$ cat src/rtl/lab2_fir_pkg.sv
// Shared widths, types and a direct-form reference model for the 4-tap FIR.
package lab2_fir_pkg;

  localparam int DATA_W = 16;
  localparam int COEF_W = 8;
  localparam int NTAPS  = 4;
  localparam int ACC_W  = DATA_W + COEF_W + 2;

  typedef logic [DATA_W-1:0] sample_t;
  typedef logic [COEF_W-1:0] coef_t;
  typedef logic [ACC_W-1:0]  acc_t;

  function automatic sample_t fir_direct(
    input sample_t x, input sample_t x1, input sample_t x2, input sample_t x3,
    input coef_t b0, input coef_t b1, input coef_t b2, input coef_t b3
  );
    acc_t sum;
    sum = acc_t'(x)  * acc_t'(b0) + acc_t'(x1) * acc_t'(b1)
        + acc_t'(x2) * acc_t'(b2) + acc_t'(x3) * acc_t'(b3);
    return sum[DATA_W-1:0];
  endfunction

endpackage

$ cat src/rtl/lab2_fir_coef_rf.sv
// Four-entry coefficient register file: one write port, all taps readable in parallel.
module lab2_fir_coef_rf
  import lab2_fir_pkg::*;
(
  input  logic       clk,
  input  logic       reset,
  input  logic       i_we,
  input  logic [1:0] i_addr,
  input  coef_t      i_data,
  output coef_t      o_b0,
  output coef_t      o_b1,
  output coef_t      o_b2,
  output coef_t      o_b3
);

  coef_t r_coef [NTAPS];

  // Coefficient storage, written one tap per cycle
  always_ff @(posedge clk) begin
    if (reset) begin
      for (int i = 0; i < NTAPS; i++) begin
        r_coef[i] <= {COEF_W{1'b0}};
      end
    end else if (i_we) begin
      r_coef[i_addr] <= i_data;
    end
  end

  assign o_b0 = r_coef[0];
  assign o_b1 = r_coef[1];
  assign o_b2 = r_coef[2];
  assign o_b3 = r_coef[3];

endmodule

$ cat src/rtl/lab2_fir_xpose.sv
// Transposed-form 4-tap FIR: partial sums ripple toward a single-entry
// valid/ready output stage; coefficients come from a small register file.
module lab2_fir_xpose
  import lab2_fir_pkg::*;
(
  input  logic              clk,
  input  logic              reset,
  input  logic              in_valid,
  output logic              in_ready,
  input  logic [DATA_W-1:0] in_data,
  output logic              out_valid,
  input  logic              out_ready,
  output logic [DATA_W-1:0] out_data,
  input  logic              coef_we,
  input  logic [1:0]        coef_addr,
  input  logic [COEF_W-1:0] coef_data,
  input  logic              clear
);

  coef_t   w_b0, w_b1, w_b2, w_b3;
  acc_t    r_s1, r_s2, r_s3;
  sample_t r_out_data;
  logic    r_out_valid;

  logic    w_in_ready;
  logic    w_accept;
  acc_t    w_p0, w_p1, w_p2, w_p3;
  acc_t    w_h1, w_h2, w_h3;
  acc_t    w_y;

  lab2_fir_coef_rf u_coef_rf (
    .clk    (clk),
    .reset  (reset),
    .i_we   (coef_we),
    .i_addr (coef_addr),
    .i_data (coef_data),
    .o_b0   (w_b0),
    .o_b1   (w_b1),
    .o_b2   (w_b2),
    .o_b3   (w_b3)
  );

  assign w_in_ready = !r_out_valid || out_ready;
  assign w_accept   = in_valid && w_in_ready;

  // Products and history; clear zeroes the history seen by a same-cycle sample
  always_comb begin
    w_p0 = acc_t'(in_data) * acc_t'(w_b0);
    w_p1 = acc_t'(in_data) * acc_t'(w_b1);
    w_p2 = acc_t'(in_data) * acc_t'(w_b2);
    w_p3 = acc_t'(in_data) * acc_t'(w_b3);
    if (clear) begin
      w_h1 = {ACC_W{1'b0}};
      w_h2 = {ACC_W{1'b0}};
      w_h3 = {ACC_W{1'b0}};
    end else begin
      w_h1 = r_s1;
      w_h2 = r_s2;
      w_h3 = r_s3;
    end
    w_y = w_p0 + w_h1;
  end

  // Partial-sum chain and output stage; clear alone leaves a pending output intact
  always_ff @(posedge clk) begin
    if (reset) begin
      r_s1        <= {ACC_W{1'b0}};
      r_s2        <= {ACC_W{1'b0}};
      r_s3        <= {ACC_W{1'b0}};
      r_out_data  <= {DATA_W{1'b0}};
      r_out_valid <= 1'b0;
    end else if (w_accept) begin
      r_s1        <= w_p1 + w_h2;
      r_s2        <= w_p2 + w_h3;
      r_s3        <= w_p3;
      r_out_data  <= w_y[DATA_W-1:0];
      r_out_valid <= 1'b1;
    end else begin
      r_s1 <= w_h1;
      r_s2 <= w_h2;
      r_s3 <= w_h3;
      if (out_ready) begin
        r_out_valid <= 1'b0;
      end
    end
  end

  assign in_ready  = w_in_ready;
  assign out_valid = r_out_valid;
  assign out_data  = r_out_data;

endmodule

$ cat config.mk
export PLATFORM = sky130hd
export DESIGN_NAME = lab2_fir_xpose
export DESIGN_NICKNAME = d
export VERILOG_FILES = /design/src/rtl/lab2_fir_pkg.sv /design/src/rtl/lab2_fir_coef_rf.sv /design/src/rtl/lab2_fir_xpose.sv
export SDC_FILE = /design/constraint.sdc
export NUM_CORES = 1
export LEC_CHECK = 0
export CAP_MARGIN = 20
export CORE_ASPECT_RATIO = 1.5
export CORE_UTILIZATION = 39
export DETAILED_ROUTE_END_ITERATION = 10
export GPL_TIMING_DRIVEN = 0
export PLACE_DENSITY = 0.53
export SLEW_MARGIN = 20
export SYNTH_ARGS = -nofsm -noshare
export SYNTH_HDL_FRONTEND = slang
export SYNTH_SLANG_ARGS = --single-unit
export TNS_END_PERCENT = 10
$ cat constraint.sdc
create_clock -name clk -period 7.15 [get_ports clk]
set_input_delay 0.715 -clock clk [delete_from_list [all_inputs] [get_ports clk]]
set_output_delay 0.715 -clock clk [all_outputs]
set_load 0.01 [all_outputs]
==> metrics.md, run 1 <==
| Metric | Value |
|---|---|
| Antenna diodes | `0` |
| Slowest stage delay, CP | `0.71 ns` |
| CTS tree | `built` |
| First-pass GRT wire length | `75,500 um` |
| RSZ-0062 raised after global routing | `no` |
| Root buf cell | `clkbuf_16` |
| Synth unique cells | `62` |
| Number of post-CTS setup repair buffers | `0` |
| Post-synthesis sequential area ratio | `13.8%` |
| DR iter-0 viols | `863` |
| Boundary Pins | `50` |
| Share of cells above drive strength 1 | `2.88%` |
| Total track usage | `24.2%` |
| Max Slew Vio Count | `0` |
| Combinational Power Share | `78.4%` |
| Syn_nets | `2,293` |
| Vias in the first global route | `12,800` |
| Share of power burned in registers | `12.7%` |
| Startpoint types | `input port` |
| Max VDD drop | `0.197 mV` |
| Final instance area | `17,800 um^2` |
| Clock power share | `8.9%` |
| Core ar. | `41,200 um^2` |
| CP max FO | `10` |
| Final WL | `48,800 um` |
| Lkg Pwr | `8.39 nW` |
| Pint | `0.00305 W` |
| Power per Cell Area | `331 nW/um^2` |
| Synthesis-stage register bit count | `97` |
| Max Cap Violations | `0` |
| Port buffer count | `46` |
| Ys Warns | `0` |
| Crit path kind | `input port to flip-flop` |
| Mux share of post-synthesis cell area | `0.245%` |
| Crit share post-route | `93.9%` |
| Area after DPL | `17,500 um^2` |
| Commonest cells after routing, fill and taps aside | `inv_1, fa_1, and2_1, nand2_1, ha_1` |
| Post-synth EDFFs | `32` |
| Area share of fa/ha/maj cells after synthesis | `42.1%` |
| Mean routed wirelength per cell | `19.5 um` |
| # H-tree levels | `3` |
| FMAX | `0.149 GHz` |
| Largest family of logic cells by synthesized area | `adder cells` |
| Worst Hold Class | `flip-flop to flip-flop` |
| Post-synthesis compound-gate area fraction | `7.64%` |
| Via Count | `12,700` |
| Starting Density | `39.7%` |
| Sw frac | `48.4%` |
| Gates resized, CTS repair | `0` |
| CP max-delay cell | `clkdlybuf4s50_1` |
| Xor/xnor share of the synthesized area | `4.12%` |
| TritonCTS Sinks | `97` |
| Clock Latency Late Sink | `0.39 ns` |
| Die ar. | `42,800 um^2` |
| Post-layout min period | `6.71 ns` |
| Die height | `253 um` |
| # DRC | `0` |
| Dpl hpwl | `39,300 um` |
| Ys async rst share | `0%` |
| Mapped cell area | `16,400 um^2` |
| Nets | `2,351` |
| CP delay by family, top | `adder cells` |
| CTS Hold Bufs | `0` |
| Row count | `91` |
| Critical Path RT | `7.44 ns` |
| Worst setup EP type | `flip-flop` |
| Status | `finished, final reports clean` |
| Clock tree buffer depth | `2` |
| Antenna violations before repair | `0` |
| Clock transition at path regs | `0.08 ns` |
| Worst reg-to-reg setup slack | `1.76 ns` |
| Syn Area/Cell | `8.70 um^2` |
| GRT overflow | `0` |
| Largest net degree at the start of global routing | `17` |
| 1st-pass router iterations | `6` |
| Crit path buf inv count | `7` |
| Area delta synth->final | `8.96%` |
| CP cell instances | `clkdlybuf4s50_1 > inv_1 > clkbuf_1 > clkbuf_1 > nand2_1 > fa_1 > inv_1 > fa_1 > inv_1 > fa_1 > fa_1 > inv_1 > ha_1 > o21a_1 > o31ai_2 > a21oi_2 > o32ai_2 > xnor3_1 > a22o_1` |
| Setup-failing EPs final | `0` |
| Final Wtd Congestion | `0.887` |
| Post-DRT Antenna Nets | `0` |
| Final Util | `43.2%` |
| Cells after synthesis | `1,880` |
| Die Width | `169 um` |
| Main synth FF type | `dfxtp_1` |
| Setup TNS | `0 ns` |
| P_sw | `0.00286 W` |
| Clock Skews | `0.0105 ns` |
| Relative slew slack | `32.9%` |
| Ratio of routed vias to standard cells | `5.09` |
| Commonest non-fill, non-tap cell in the layout | `inv_1` |
| Worst-margin pin slew | `1.01 ns` |
| Critical path data arrival time | `7.00 ns` |
| Post-Synth Simple-Gate Area | `21.1%` |
| Final Hold Fails | `0` |
| CTS Buf Count | `9` |
[cell type report]
type	count	area [um^2]
Fill cell	4318	23400
Multi-Input combinational cell	1307	12300
Sequential cell	97	2260
Inverter	384	1440
Tap cell	558	698
Timing Repair Buffer	47	472
Buffer	92	363
Clock buffer	9	225
Clock inverter	7	70.1
[path summary, 6_finish.rpt]
check	end	cells past startpoint	from
worst max-delay path	out_data[15]	19	clear
worst min-delay path	out_data[10]	2	out_data[10]
worst max register to register	r_s2[15]	16	u_coef_rf.r_coef[2][0]
worst min register to register	out_data[10]	2	out_data[10]
[metal layers]
layer / GRT usage [%] / routed length, um / vias up
li1: - / - / 5789
met1: 30.3 / 19800 / 6531
met2: 42.7 / 25100 / 342
met3: 2.49 / 2100 / 70
met4: 9.34 / 1780 / 0
met5: 0 / 0 / -
[cell usage after synthesis (5+ instances only)]
library cell	n	area, um^2
o31ai_1	9	67.6
nand3b_1	5	37.5
nor2b_1	10	62.6
nand2_1	246	923
nor3_1	13	65.1
nand3_1	28	140
nand2b_1	8	50.1
xnor2_1	49	429
ha_1	99	1240
o21ai_0	16	80.1
inv_1	384	1440
fa_1	282	5650
xnor3_1	5	113
o21bai_1	5	37.5
o21a_1	20	150
dfxtp_1	65	1300
a211oi_1	8	60.1
and2_1	271	1700
clkbuf_1	79	297
xor2_1	15	131
buf_2	6	30.0
edfxtp_1	32	961
a21oi_1	53	265
a21o_1	14	105
nor2_1	60	225
a31oi_1	18	113
[through the flow]
step           std cells  power [W]  hold slack (ns)  worst slack [ns]
2_1_floorplan       1880    0.00442            0.448              1.95
3_3_place_gp        2484    0.00532            0.441             0.130
3_5_place_dp        2485    0.00538            0.443             0.108
4_1_cts             2501    0.00593            0.459             0.511
5_1_grt             2501    0.00657            0.485             0.168
6_report            2501    0.00591            0.457             0.437
[worst register-to-register path, cell delays in order, from the launching register on]
cell      delay (ns)
edfxtp_1        0.63
clkbuf_1        0.52
nand2_1         0.16
fa_1            0.55
inv_1           0.05
fa_1            0.49
inv_1           0.05
fa_1            0.47
fa_1            0.54
inv_1           0.04
ha_1            0.33
o21a_1          0.20
o31a_1          0.15
o31ai_1         0.49
a32oi_1         0.24
xnor3_1         0.25
o22ai_1         0.07
[power groups by stage]
stage               Combinational [W]  Sequential, W  Clock (W)
detailed placement            0.00461       0.000762          0
CTS                           0.00465       0.000751   0.000531
global placement              0.00456       0.000760          0
finish                        0.00463       0.000752   0.000526
global route                  0.00525       0.000765   0.000554
floorplan                     0.00367       0.000747          0
[cell families (layout without fill, tap and decap cells)]
family,after synthesis,in the layout
simple gates,673,673
flops,97,97
fa+ha+maj,381,381
mux,4,4
compound gates,180,180
xor+xnor,69,69
buf+inv,476,539
[registers in the layout (all words and copies together), names as in the netlist]
| name | count |
|---|---|
| r_s3 | 16 |
| out_data | 16 |
| out_valid | 1 |
| u_coef_rf.r_coef | 32 |
| r_s2 | 16 |
| r_s1 | 16 |
Power figures use the tool's default switching activity.
==> run 2, diff against run 1 <==
SKIP_CTS_REPAIR_TIMING = 1   (was default)
==> results of run 2 <==
Final layout, timing and power as in run 1 (identical DEF).
